--- config.mk ---
export PLATFORM = sky130hd
export DESIGN_NAME = fifo_rr_arbiter
export DESIGN_NICKNAME = d
export VERILOG_FILES = /design/src/rtl/fifo_rr_arbiter.sv
export SDC_FILE = /design/constraint.sdc
export NUM_CORES = 1
export LEC_CHECK = 0
export ABC_AREA = 1
export BUFFER_PORTS_ARGS = -buffer_cell sky130_fd_sc_hd__buf_2
export CAP_MARGIN = 15
export CORE_UTILIZATION = 40
export DETAILED_ROUTE_END_ITERATION = 8
export GPL_ROUTABILITY_DRIVEN = 1
export PLACE_DENSITY = 0.64
export RECOVER_POWER = 25
export SETUP_SLACK_MARGIN = 0.4
export SLEW_MARGIN = 20
export SYNTH_ARGS = -nofsm -noshare
export SYNTH_HDL_FRONTEND = slang
export SYNTH_SLANG_ARGS = --single-unit
--- constraint.sdc ---
create_clock -name clk_i -period 4.25 [get_ports clk_i]
set_input_delay 0.85 -clock clk_i [delete_from_list [all_inputs] [get_ports clk_i]]
set_output_delay 0.85 -clock clk_i [all_outputs]
set_load 0.005 [all_outputs]
--- src/rtl/fifo_rr_arbiter.sv ---
// fifo_rr_arbiter: round-robin wormhole arbiter draining N_PORTS input FIFOs onto one link.
// The grant locks from head to tail flit; the pointer rotates past the winner after each tail.
module fifo_rr_arbiter #(
    parameter int N_PORTS = 5,
    parameter int DATA_W  = 8
) (
    input  logic                        clk_i,
    input  logic                        rst_i,
    input  logic [N_PORTS-1:0]          fifo_empty_i,
    input  logic [N_PORTS*DATA_W-1:0]   fifo_data_i,
    output logic [N_PORTS-1:0]          fifo_rd_en_o,
    input  logic                        ready_i,
    output logic [DATA_W-1:0]           data_o,
    output logic                        wr_en_o,
    output logic [N_PORTS-1:0]          grant_o,
    output logic                        busy_o,
    output logic                        proto_err_o
);
    localparam int PW = (N_PORTS > 1) ? $clog2(N_PORTS) : 1;
    typedef enum logic {IDLE, BUSY} state_t;
    state_t r_state, w_next;
    logic [PW-1:0] r_grant, r_rr_ptr, w_winner, w_rd_port;
    logic r_pend, r_first, r_proto_err;
    logic w_any, w_rd, w_pend_n, w_tail_seen;
    logic [DATA_W-1:0] w_flit;
    logic [N_PORTS-1:0] w_one;
    assign w_one = {{(N_PORTS-1){1'b0}}, 1'b1};
    assign w_flit = fifo_data_i[int'(r_grant)*DATA_W +: DATA_W];
    assign w_tail_seen = r_pend && w_flit[DATA_W-2];
    // Scan backwards so the last hit is the first non-empty port at or after rr_ptr.
    always_comb begin
        w_any = 1'b0;
        w_winner = r_rr_ptr;
        for (int i = N_PORTS-1; i >= 0; i--) begin
            if (!fifo_empty_i[(int'(r_rr_ptr)+i) % N_PORTS]) begin
                w_any = 1'b1;
                w_winner = PW'((int'(r_rr_ptr)+i) % N_PORTS);
            end
        end
    end
    always_comb begin
        w_next = r_state;
        w_rd = 1'b0;
        w_pend_n = 1'b0;
        w_rd_port = r_grant;
        if (r_state == IDLE) begin
            if (w_any && ready_i) begin
                w_rd = 1'b1;
                w_pend_n = 1'b1;
                w_rd_port = w_winner;
                w_next = BUSY;
            end
        end else if (w_tail_seen) begin
            w_next = IDLE;
        end else if (!fifo_empty_i[r_grant] && ready_i) begin
            w_rd = 1'b1;
            w_pend_n = 1'b1;
        end
    end
    always_ff @(posedge clk_i) begin
        if (rst_i) begin
            r_state <= IDLE;
            r_grant <= '0;
            r_pend <= 1'b0;
            r_rr_ptr <= '0;
            r_first <= 1'b0;
            r_proto_err <= 1'b0;
        end else begin
            r_state <= w_next;
            r_pend <= w_pend_n;
            if (r_state == IDLE && w_rd) begin
                r_grant <= w_winner;
                r_first <= 1'b1;
            end else if (r_pend) begin
                r_first <= 1'b0;
            end
            if (r_state == BUSY && w_tail_seen)
                r_rr_ptr <= (r_grant == PW'(N_PORTS-1)) ? '0 : r_grant + 1'b1;
            // Heads must open a packet; body/tail must not.
            if (r_pend && (r_first ? !w_flit[DATA_W-1] : w_flit[DATA_W-1]))
                r_proto_err <= 1'b1;
        end
    end
    assign fifo_rd_en_o = (w_rd && !rst_i) ? w_one << w_rd_port : '0;
    assign wr_en_o = r_pend && !rst_i;
    assign data_o = wr_en_o ? w_flit : '0;
    assign busy_o = (r_state == BUSY);
    assign grant_o = busy_o ? w_one << r_grant : '0;
    assign proto_err_o = r_proto_err;
endmodule

# == After elaboration in Yosys (flattened, before gate mapping) ==
# Index checks and enable logic that the tools add are counted.
# word_totals
inputBits,48
wordCells,81
out_inout_bits,21
reg_bits,10
# classes
addsub,5
order_cmp,6
muxes,42
eq_ne,1
shifts,3
n_reduce_logical,12
bitwise_logic,1
div_mod_pow,5
# ops
operator,count
32-bit by 5-bit less-than comparator with 1-bit output (second input constant),5
32-bit by 4-bit remainder unit with 32-bit output (second input constant),4
40-bit by 7-bit variable part select with 8-bit output,1
4-bit by 4-bit remainder unit with 32-bit output (second input constant),1
1-bit 2-to-1 mux,25
3-bit 2-to-1 mux,8
1-bit binary-select mux with 3-bit select,6
5-bit 2-to-1 mux,2
1-bit by 3-bit left shift with 5-bit output (first input constant),2
3-bit by 2-bit adder with 4-bit output (second input constant),2
1-bit logical AND,8
8-bit 2-to-1 mux,1
3-bit by 1-bit adder with 4-bit output (second input constant),1
3-bit by 3-bit adder with 4-bit output (second input constant),1
3-bit by 4-bit less-than comparator with 1-bit output (second input constant),1
3-bit by 1-bit adder with 3-bit output (second input constant),1
3-bit equality test (second input constant),1
1-bit zero test,3
2-bit nonzero test,1
1-bit inverter,1

# == Longest topological paths before layout ==
# depth
ltp_word,15
mapped_depth,34
depth_no_buf,33

# == Worst setup path after synthesis ==
# Ideal clock, no wire load.
# synth_path
path_kind,flip-flop to output port
start,register r_rr_ptr[1]
end,output port fifo_rd_en_o[0]
path_stages_with_launch,22
arrival_time_ps,3523
path_slack_ps,-123
path_cell_list,dfxtp_1 inv_1 ha_1 nor2_1 nor2_1 a21oi_4 xor2_1 ha_1 fa_1 nand3_4 nand2_1 o21ai_2 nand2_1 o21ai_0 nand2_1 nor2_2 nand3_2 o21ai_4 nor2_1 a21oi_2 nand2_1 nor2_1
# synth_via
elab_chain_len,15
# synth_lines
item,line,rtl
from (decl),22,"logic [PW-1:0] r_grant, r_rr_ptr, w_winner, w_rd_port;"
from (signal assigned),78,r_rr_ptr <= (r_grant == PW'(N_PORTS-1)) ? '0 : r_grant + 1'b1;
3-bit by 3-bit adder with 4-bit output,"35, 37",
32-bit by 4-bit remainder unit with 32-bit output,"35, 37",
1-bit binary-select mux with 3-bit select,35,if (!fifo_empty_i[(int'(r_rr_ptr)+i) % N_PORTS]) begin
1-bit 2-to-1 mux (not written as such) (2 in series),35,
1-bit 2-to-1 mux (5 in series),35,
1-bit logical AND,47,if (w_any && ready_i) begin
3-bit 2-to-1 mux / 1-bit 2-to-1 mux (equally long branches),47,
3-bit 2-to-1 mux / 1-bit 2-to-1 mux (equally long branches),46,if (r_state == IDLE) begin
1-bit by 3-bit left shift with 5-bit output / 1-bit logical AND (equally long branches),84,assign fifo_rd_en_o = (w_rd && !rst_i) ? w_one << w_rd_port : '0;
5-bit 2-to-1 mux (*),84,
to (decl),11,"output logic [N_PORTS-1:0] fifo_rd_en_o,"
# Every way passes the cells marked *; elsewhere a longest branch is shown, timed or not. The select of a mux whose other input is x is not followed.

# == Final worst setup path ==
# Same ends and word-level chain as after synthesis.

==> out/metrics.yaml <==
die_area_um2: 6260
cp_common_cell: "nor2_4"
finalCritPeriodShare_pct: 102
slowest_stage: "dfxtp_4"
pwr-share-seq_pct: 15.6
ys_types: 42
power.net_switching_uw: 321
via_per_inst: 5.14
outcome: "finished, violations left"
arrival_ns: 3.50
cts.clk_slew.worst_paths_ns: 0.05
first_global_vias: 2806
synth_top_cell_by_area: "nand2_1"
final_area_um2: 3490
core_um2: 5610
synth_fp_nets: 496
intPower_uw: 382
worst_pin_slew_ns: 0.726
power_density_nw_per_um2: 202
maxCapViolCount: 0
finalClockSkew_ns: 0.00345
grt_pass1_wl_um: 12100
fp-row-count: 27
synth_fa_ha_area_share_pct: 15.1
synth.area.top_cells: "nand2_1, ha_1, dfxtp_1"
num_io_pins: 69
vdd_drop_max_uv: 187
grt_max_degree: 24
synth_compound_area_share_pct: 21.2
yosys.area_share.simple_pct: 43.0
syn_area_per_cell_um2: 5.66
synthArstFlopShare_pct: 0
finish.utilization_pct: 62.2
drt_first_iter_violations: 167
comb_power_share_pct: 67.3
netlist_instances: 420
yosysSeqAreaShare_pct: 8.42
post_layout_nonfiller_instances: 596
post_drt_wl_per_cell_um: 12.8
drive_gt1_share_pct: 40.5
grt-ovfl-total: 0
hp-class: "reg2reg"
max_freq_mhz: 230
cp-start-kind: "flop"
critPathMaxFanout: 5
root_buffer: "clkbuf_8"
max_stage_delay_ns: 0.38
timing_hold_violations_final: 0
ant_nets: 0
synth_top_family_by_area: "simple AND/OR/NAND/NOR gates"
max_slew_margin_pct: 51.5
yosysWarnings: 0
swShare_pct: 45.7
insertion_delay_ns: 0.24
setup_ws_ns: -0.0966
synth_edf_count: 0
leakagePower_uw: 0.00177
syn_area_um2: 2380
die_x_um: 79.1
muxShareOfSynthArea_pct: 0
firstDrtPassIters: 5
final_max_slew_viol_count: 0
crit_chain: "inv_8 > ha_4 > nor2_4 > nor2_4 > a21oi_4 > xor2_2 > ha_2 > fa_2 > nand4_1 > nand2_4 > buf_6 > o21ai_4 > nand2_4 > nor2_4 > nand3_4 > o21ai_4 > nor2_1 > a21oi_2 > nand2_1 > nor2_1 > buf_2"
nNetsFinal: 601
grt_usage_pct: 23.8
crit_type: "reg2out"
place_area_um2: 2930
setup_violations: 5
tritoncts: "done"
synth_seq_cells: 10
dpl.cell_count: 567
yosys.area.top_type_share_pct: 18.8
synth_xor_area_share_pct: 1.11
clkPwrFrac_pct: 17.1
worstSetupEndpointType: "output port"
cts.path.max_buffers: 2
yosys_most_used_dff: "dfxtp_1"
antenna_found_initial: 0
portBuffers: 68
die_h_um: 79.1
num_vias: 3065
finalCriticalPeriod_ns: 4.35
rsz0062_at_grt: "true"
clock_sinks: 10
cts_htree_levels: 1
violations: "negative setup slack"
start_util_pct: 42.4
gp_congestion: 0.852
cts_hold_buffers: 0
totalWireLength_um: 7630
required_ns: 3.40
hpwl_um: 5720
drc: 0
n_antenna_cell: 0
cts_buffers: 3
area_growth_pct: 46.7
[synth_stat cells (3+ instances only)]
| master | count |
|---|---|
| o21ai_2 | 3 |
| nand2_2 | 12 |
| clkbuf_1 | 8 |
| o21ai_0 | 26 |
| o22ai_1 | 7 |
| nand4_1 | 5 |
| nor2_2 | 4 |
| inv_2 | 4 |
| nor2_1 | 43 |
| inv_1 | 51 |
| a21oi_1 | 32 |
| nand3_2 | 3 |
| dfxtp_1 | 10 |
| nand2_1 | 119 |
| ha_1 | 27 |
| nand3_1 | 34 |
[placed cells by master (no fill, tap or decap), types with 4 or more instances in the layout]
cell type  netlist  layout
o22ai_1          7       7
o21ai_4          1       4
buf_4            0      39
dfxtp_1         10       7
o21ai_0         26      22
nand2_2         12      37
inv_1           51      46
nand3_1         34      28
ha_1            27      19
nand2_1        119      88
buf_2            2      66
nor2_4           1       6
ha_4             0       6
inv_2            4       7
clkbuf_8         0       4
nand4_1          5       5
a21oi_1         32      31
o21ai_2          3       4
nand2_4          0       6
nor2_1          43      40
nand3_2          3       8
[power by group through the flow]
stage | Clock, uW | Sequential, uW | Combinational (uW)
2_1_floorplan | 0 | 111 | 257
3_3_place_gp | 0 | 112 | 359
3_5_place_dp | 0 | 112 | 361
4_1_cts | 124 | 110 | 407
5_1_grt | 129 | 111 | 525
6_report | 120 | 110 | 473
[path summary, 6_finish.rpt]
check,from,endpoint,slack [ns],cells after the start
setup reg to reg,r_rr_ptr[1],r_grant[0],1.05,19
hold / removal,proto_err_o,proto_err_o,0.45,2
setup / recovery,r_rr_ptr[1],fifo_rd_en_o[0],-0.1,21
hold reg to reg,proto_err_o,proto_err_o,0.45,2
[state kept, by name, summed over array words and instances (netlist names)]
| signal | flops |
|---|---|
| r_rr_ptr | 3 |
| proto_err_o | 1 |
| r_first | 1 |
| r_pend | 1 |
| r_grant | 3 |
| busy_o | 1 |
[cell type report]
| cell class | instances | area [um^2] |
|---|---|---|
| timing repair buffer | 111 | 684 |
| tap | 72 | 90.1 |
| clock buffer | 4 | 55.1 |
| fill | 544 | 2120 |
| sequential | 10 | 211 |
| inverter | 57 | 229 |
| multi-input combinational | 342 | 2220 |
[metrics by stage]
| step | hold WS (ns) | power [uW] | TNS, ns | setup slack (ns) |
|---|---|---|---|---|
| finish | 0.452 | 703 | -0.400 | -0.0966 |
| global route | 0.483 | 765 | -1.55 | -0.337 |
| CTS | 0.456 | 641 | -0.130 | -0.0293 |
| detailed placement | 0.448 | 473 | -0.0791 | -0.0302 |
| global placement | 0.439 | 471 | -0.0568 | -0.0244 |
| floorplan | 0.447 | 368 | 0 | 0.120 |
[timing repair]
item | CTS | global route
buffers inserted | 14 | 11
setup endpoints to repair | 5 | 5
pin swaps | 30 | 29
gates cloned | 0 | 0
gates resized for setup | 41 | 47
[cell families (layout without fill, tap and decap cells)]
kind of cell / Yosys count / count (layout)
buf+inv: 68 / 172
flops: 10 / 10
xor+xnor: 3 / 3
fa+ha+maj: 28 / 28
simple gates: 228 / 228
compound gates: 83 / 83
[critical path, delay by kind of cell (launching register included)]
kind,cells,cell delay (ns)
compound gates,4,0.68
buf+inv,3,0.29
simple gates,10,1.02
flops,1,0.38
fa+ha+maj,3,0.80
xor+xnor,1,0.09
[per-layer routing]
| layer | vias to the layer above | GRT usage, % | routed length (um) | share of wire [%] |
|---|---|---|---|---|
| met1 | 1406 | 31.1 | 3480 | 46 |
| li1 | 1574 | - | - | - |
| met2 | 76 | 40.9 | 3780 | 50 |
| met4 | 0 | 7.45 | 76 | 1.0 |
| met5 | - | 0 | 0 | 0 |
| met3 | 9 | 2.18 | 295 | 3.9 |
No activity file was read; power rests on OpenSTA's default activity.
